==> src/rtl/maxpool_relu_2_if.sv <==
`default_nettype none
// ============================================================================
// Module      : maxpool_relu_2_if
// Description : Pixel-stream bundle for the 2x2 max-pool + ReLU block.
//               The master drives three convolution channels plus a valid
//               strobe. The slave returns the pooled results and their strobe.
// Revision    : 1.0 - initial release
// ============================================================================
interface maxpool_relu_2_if #(
    parameter int CONV_BIT = 12
);
    logic                       valid_in;
    logic signed [CONV_BIT-1:0] conv_out_1;
    logic signed [CONV_BIT-1:0] conv_out_2;
    logic signed [CONV_BIT-1:0] conv_out_3;
    logic signed [CONV_BIT-1:0] max_value_1;
    logic signed [CONV_BIT-1:0] max_value_2;
    logic signed [CONV_BIT-1:0] max_value_3;
    logic                       valid_out_relu;

    modport master (
        output valid_in, conv_out_1, conv_out_2, conv_out_3,
        input  max_value_1, max_value_2, max_value_3, valid_out_relu
    );

    modport slave (
        input  valid_in, conv_out_1, conv_out_2, conv_out_3,
        output max_value_1, max_value_2, max_value_3, valid_out_relu
    );
endinterface
`default_nettype wire

==> src/rtl/maxpool_relu_2.sv <==
`default_nettype none
// ============================================================================
// Module      : maxpool_relu_2
// Description : Streaming 2x2/stride-2 max-pool followed by ReLU on three
//               signed channels. Even rows are pre-reduced pairwise into a
//               half-width line buffer. Odd rows finish each window and emit
//               one registered result per window.
// Revision    : 1.0 - initial release
// ============================================================================
module maxpool_relu_2 #(
    parameter int CONV_BIT  = 12,
    parameter int IN_WIDTH  = 8,
    parameter int IN_HEIGHT = 8
) (
    input  logic             clk,
    input  logic             rst,
    maxpool_relu_2_if.slave  bus
);

    localparam int c_HALF  = IN_WIDTH / 2;
    localparam int c_COL_W = (IN_WIDTH  > 2) ? $clog2(IN_WIDTH)  : 1;
    localparam int c_ROW_W = (IN_HEIGHT > 2) ? $clog2(IN_HEIGHT) : 1;
    localparam int c_IDX_W = (c_HALF    > 1) ? $clog2(c_HALF)    : 1;
    localparam int c_NCH   = 3;

    typedef enum logic [0:0] {
        ROW_EVEN = 1'b0,
        ROW_ODD  = 1'b1
    } row_state_t;

    row_state_t                 r_state;
    logic [c_COL_W-1:0]         r_col;
    logic [c_ROW_W-1:0]         r_row;
    logic                       r_valid;
    logic signed [CONV_BIT-1:0] r_hold [c_NCH];
    logic signed [CONV_BIT-1:0] r_line [c_NCH][c_HALF];
    logic signed [CONV_BIT-1:0] r_max  [c_NCH];

    logic signed [CONV_BIT-1:0] w_pix  [c_NCH];
    logic signed [CONV_BIT-1:0] w_pair [c_NCH];
    logic signed [CONV_BIT-1:0] w_quad [c_NCH];
    logic signed [CONV_BIT-1:0] w_relu [c_NCH];
    logic [c_IDX_W-1:0]         w_idx;

    assign w_pix[0] = bus.conv_out_1;
    assign w_pix[1] = bus.conv_out_2;
    assign w_pix[2] = bus.conv_out_3;

    // A horizontal pixel pair shares one line-buffer slot.
    assign w_idx = c_IDX_W'(r_col >> 1);

    // Per-channel pair max, window max and ReLU clamp (all signed compares).
    for (genvar g = 0; g < c_NCH; g++) begin : g_ch
        assign w_pair[g] = (r_hold[g] > w_pix[g]) ? r_hold[g] : w_pix[g];
        assign w_quad[g] = (r_line[g][w_idx] > w_pair[g]) ? r_line[g][w_idx] : w_pair[g];
        assign w_relu[g] = w_quad[g][CONV_BIT-1] ? '0 : w_quad[g];
    end

    // Raster counters, row-phase FSM, pair/line storage and registered result.
    always_ff @(posedge clk or posedge rst) begin
        if (rst) begin
            r_state <= ROW_EVEN;
            r_col   <= '0;
            r_row   <= '0;
            r_valid <= 1'b0;
            for (int ch = 0; ch < c_NCH; ch++) begin
                r_hold[ch] <= '0;
                r_max[ch]  <= '0;
                for (int e = 0; e < c_HALF; e++) begin
                    r_line[ch][e] <= '0;
                end
            end
        end else begin
            r_valid <= 1'b0;
            if (bus.valid_in) begin
                if (r_col == c_COL_W'(IN_WIDTH - 1)) begin
                    r_col   <= '0;
                    r_state <= (r_state == ROW_EVEN) ? ROW_ODD : ROW_EVEN;
                    if (r_row == c_ROW_W'(IN_HEIGHT - 1)) begin
                        r_row <= '0;
                    end else begin
                        r_row <= r_row + c_ROW_W'(1);
                    end
                end else begin
                    r_col <= r_col + c_COL_W'(1);
                end

                if (!r_col[0]) begin
                    for (int ch = 0; ch < c_NCH; ch++) begin
                        r_hold[ch] <= w_pix[ch];
                    end
                end else if (r_state == ROW_EVEN) begin
                    for (int ch = 0; ch < c_NCH; ch++) begin
                        r_line[ch][w_idx] <= w_pair[ch];
                    end
                end else begin
                    for (int ch = 0; ch < c_NCH; ch++) begin
                        r_max[ch] <= w_relu[ch];
                    end
                    r_valid <= 1'b1;
                end
            end
        end
    end

    assign bus.max_value_1    = r_max[0];
    assign bus.max_value_2    = r_max[1];
    assign bus.max_value_3    = r_max[2];
    assign bus.valid_out_relu = r_valid;

endmodule
`default_nettype wire

==> src/flat_wrapper.sv <==
// flat-port wrapper written by rule: the top's interface ports become plain ports
module maxpool_relu_2_flat 
#(
    parameter int CONV_BIT  = 12,
    parameter int IN_WIDTH  = 8,
    parameter int IN_HEIGHT = 8
)
  (clk, rst, bus_valid_in, bus_conv_out_1, bus_conv_out_2, bus_conv_out_3, bus_max_value_1, bus_max_value_2, bus_max_value_3, bus_valid_out_relu);
  maxpool_relu_2_if #(.CONV_BIT(CONV_BIT)) bus_i ();
  input  logic clk;
  input  logic rst;
  input wire logic [$bits(bus_i.valid_in)-1:0] bus_valid_in;
  input wire logic [$bits(bus_i.conv_out_1)-1:0] bus_conv_out_1;
  input wire logic [$bits(bus_i.conv_out_2)-1:0] bus_conv_out_2;
  input wire logic [$bits(bus_i.conv_out_3)-1:0] bus_conv_out_3;
  output wire logic [$bits(bus_i.max_value_1)-1:0] bus_max_value_1;
  output wire logic [$bits(bus_i.max_value_2)-1:0] bus_max_value_2;
  output wire logic [$bits(bus_i.max_value_3)-1:0] bus_max_value_3;
  output wire logic [$bits(bus_i.valid_out_relu)-1:0] bus_valid_out_relu;
  assign bus_i.valid_in = bus_valid_in;
  assign bus_i.conv_out_1 = bus_conv_out_1;
  assign bus_i.conv_out_2 = bus_conv_out_2;
  assign bus_i.conv_out_3 = bus_conv_out_3;
  assign bus_max_value_1 = bus_i.max_value_1;
  assign bus_max_value_2 = bus_i.max_value_2;
  assign bus_max_value_3 = bus_i.max_value_3;
  assign bus_valid_out_relu = bus_i.valid_out_relu;
  maxpool_relu_2 #(.CONV_BIT(CONV_BIT), .IN_WIDTH(IN_WIDTH), .IN_HEIGHT(IN_HEIGHT)) u_core (.clk(clk), .rst(rst), .bus(bus_i));
endmodule
==> config.mk <==
export PLATFORM = sky130hd
export DESIGN_NAME = maxpool_relu_2_flat
export DESIGN_NICKNAME = d
export VERILOG_FILES = /design/src/rtl/maxpool_relu_2_if.sv /design/src/rtl/maxpool_relu_2.sv /design/src/flat_wrapper.sv
export SDC_FILE = /design/constraint.sdc
export NUM_CORES = 1
export LEC_CHECK = 0
export CAP_MARGIN = 40
export CORE_UTILIZATION = 66
export CTS_BUF_LIST = sky130_fd_sc_hd__clkbuf_4
export DETAILED_ROUTE_END_ITERATION = 10
export GPL_ROUTABILITY_DRIVEN = 0
export HOLD_SLACK_MARGIN = 0.15
export PLACE_DENSITY = 0.89
export SYNTH_ARGS = -nofsm -noshare
export SYNTH_HDL_FRONTEND = slang
export SYNTH_SLANG_ARGS = --single-unit
==> constraint.sdc <==
create_clock -name clk -period 10.3 [get_ports clk]
set_input_delay 1.545 -clock clk [delete_from_list [all_inputs] [get_ports clk]]
set_output_delay 1.545 -clock clk [all_outputs]
set_load 0.01 [all_outputs]
==> flow_summary.toml <==
[placement]
post-place-ws_ps = 3210
dp_hpwl_um = 17600
placed_cells = 1392
io_buffers = 72

[cts]
cts_hold_buffers = 0
worstSkewPairLatency_ps = 700
cts_tree = "done"
ctsResizeCount = 0
h-tree-depth = 2
cts_setup_buffers = 0
clock_path_buffers = 3
cts_root_buf = "clkbuf_4"
cts_sinks = 218
path_clk_slew_ps = 60
numCtsBuffers = 56

[timing]
finClkSkew_ps = 32.4
setup-tns-final_ps = 0
setup_viol = 0
final.setup.worst_slack_ps = 3620
clock.fmax_mhz = 150
rsz0062_at_grt = "no"
fin_crit_ps = 6680
fin_crit_sh = 0.648
slew_headroom = 0.332
finalMaxSlewViolations = 0
finalHoldViolCount = 0
worst_slew_pin_slew_ps = 1000

[synthesis]
synth.distinct_cells = 69
netlist_area_um2 = 11500
ys_ff_latch = 218
async_reset_ff_frac = 1.00
yosysSeqAreaShare = 0.475
synth.avg_cell_area_um2 = 9.98
synth_area_leaders = "dfrtp_1, ha_1, mux4_2"
yosysWarningCount = 0
yosys_most_used_dff = "dfrtp_1"
synth_area_leader_cell = "dfrtp_1"
synthCells = 1150
synth_top_area_share = 0.475
synth_edf_count = 0

[finish]
fill_cells = 1106
final_common_cell = "dfrtp_1"
nNetsFinal = 1335
drive_gt1_frac = 0.136
multi_input_area_um2 = 5510
syn2layout_area_growth_pct = 13.9
final_cells = 1490
final_cell_mix = "dfrtp_1, nand2_1, o21ai_0"
seq_area_um2 = 5460

[routing]
drcViolationCount = 0
drt_iter0_drc = 695
via_per_inst = 6.22
finalWirelength_um = 26900
wl_per_cell_um = 18.0
antenna_left = 0
via_count = 9262
drt-pass1-iter-count = 5

[die]
start_util = 0.685
die_y_um = 134
io_pins = 76
fp-row-count = 47
dieArea_um2 = 17900
core_area_um2 = 16800
die_w_um = 134

[global_route]
grt_max_degree = 89
grt_pass1_wl_um = 45000
grtUsageTotal = 0.316
antenna_found_initial = 2
gr-total-overflow = 0
grt_pass1_vias = 9300

[status]
status = "finished, final reports clean"

[critical_path]
critPathArrivalTime_ps = 7250
endpoint_kind = "flip-flop"
crit_required_ps = 10870
critPathLaunchType = "input port"
crit_type = "in2reg"
cp_max_fo = 11

[run]
cap_viol_max_count = 0

[power]
p_leak_nw = 6.07
ir_worst_vdd_v = 0.000169
power_density_nw_per_um2 = 338

[worst_hold_path]
hp-class = "reg2reg"
[flip-flops by register name, indices dropped and copies added, names as in the netlist]
signal,count
u_core.r_state,1
u_core.r_hold,36
u_core.bus.max_value_1,11
u_core.bus.max_value_3,11
u_core.bus.max_value_2,11
u_core.bus.valid_out_relu,1
u_core.r_line,144
u_core.r_col,3
[metrics by stage]
stage                     hold slack, ps  area, um^2   util  total power, mW
final                                478       13100  0.780             4.42
after CTS                            481       13100  0.779             4.40
after global routing                 505       13100  0.780             4.74
after floorplan                      444       11500      -             2.99
after global placement               456       12300  0.735             3.48
after detailed placement             467       12400  0.737             3.61
[cell type report]
type	count	area share
Clock inverter	12	0.00584
Tap cell	220	0.0211
Sequential cell	218	0.418
Clock buffer	83	0.0477
Inverter	71	0.0210
Antenna cell	2	0.000383
Timing Repair Buffer	85	0.0645
Multi-Input combinational cell	799	0.422
[worst max-delay path, stage by stage]
cell and delay (ps):
clkdlybuf4s50_1 510, inv_1 90, ha_1 340, a21oi_1 150
o21ai_0 130, a221oi_1 720, nand3_1 250, nand2_1 510
mux2i_1 500, ha_1 330, nor2b_1 130, o21a_1 160
o21a_1 160, o21ai_0 290, nand3_1 150, a31oi_1 240
o211ai_1 130, nand3_1 100, nand3_1 420, o221ai_1 390
[power breakdown]
part | switching, mW | leakage, nW | internal, mW | total, mW
clock | 0.361 | 0.423 | 0.390 | 0.751
combinational | 1.19 | 2.96 | 0.958 | 2.15
sequential | 0.264 | 2.69 | 1.25 | 1.52
total | 1.82 | 6.07 | 2.60 | 4.42
[final timing paths]
kind	from	end	slack, ps	cells past startpoint
setup / recovery	bus_conv_out_3[7]	u_core.bus.max_value_3[7]	3620	20
hold / removal	u_core.r_line[52]	u_core.r_line[52]	480	2
setup reg to reg	u_core.r_hold[11]	u_core.bus.max_value_3[7]	4640	18
hold reg to reg	u_core.r_line[52]	u_core.r_line[52]	480	2
max in group asynchronous	rst	u_core.r_line[56]	7840	3
min in group asynchronous	rst	u_core.r_hold[33]	1290	2
[layer usage]
layer | GRT usage | wire length (um)
met1 | 0.412 | 10900
met2 | 0.525 | 13400
met3 | 0.0650 | 1800
met4 | 0.119 | 718
met5 | 0 | 0
[cells by family (layout without fill, tap and decap cells)]
| family | Yosys count | in the layout | share of synthesized area |
|---|---|---|---|
| AOI/OAI and AO/OA | 315 | 315 | 0.169 |
| xor gates and xnor gates | 5 | 5 | 0.00382 |
| adders and majority gates | 66 | 66 | 0.0717 |
| buffers and inverters | 135 | 251 | 0.0460 |
| DFF | 218 | 218 | 0.475 |
| muxes | 66 | 66 | 0.0952 |
| other | 1 | 5 | 0.000327 |
| and+or+nand+nor | 344 | 344 | 0.139 |
[cell usage after synthesis, drive strengths merged (6+ instances only)]
| master | n |
|---|---|
| dfrtp | 218 |
| nand2 | 128 |
| o21ai | 120 |
| a21oi | 110 |
| nor2 | 102 |
| inv | 71 |
| ha | 65 |
| clkbuf | 53 |
| mux4 | 33 |
| and2 | 26 |
| nand3 | 24 |
| a221o | 22 |
| mux2i | 18 |
| mux2 | 15 |
| nand4 | 12 |
| buf | 11 |
| a21o | 8 |
| and3 | 8 |
| a2bb2oi | 7 |
| and4 | 7 |
| nand2b | 7 |
| o211ai | 6 |
(Power assumes the default switching activity.)
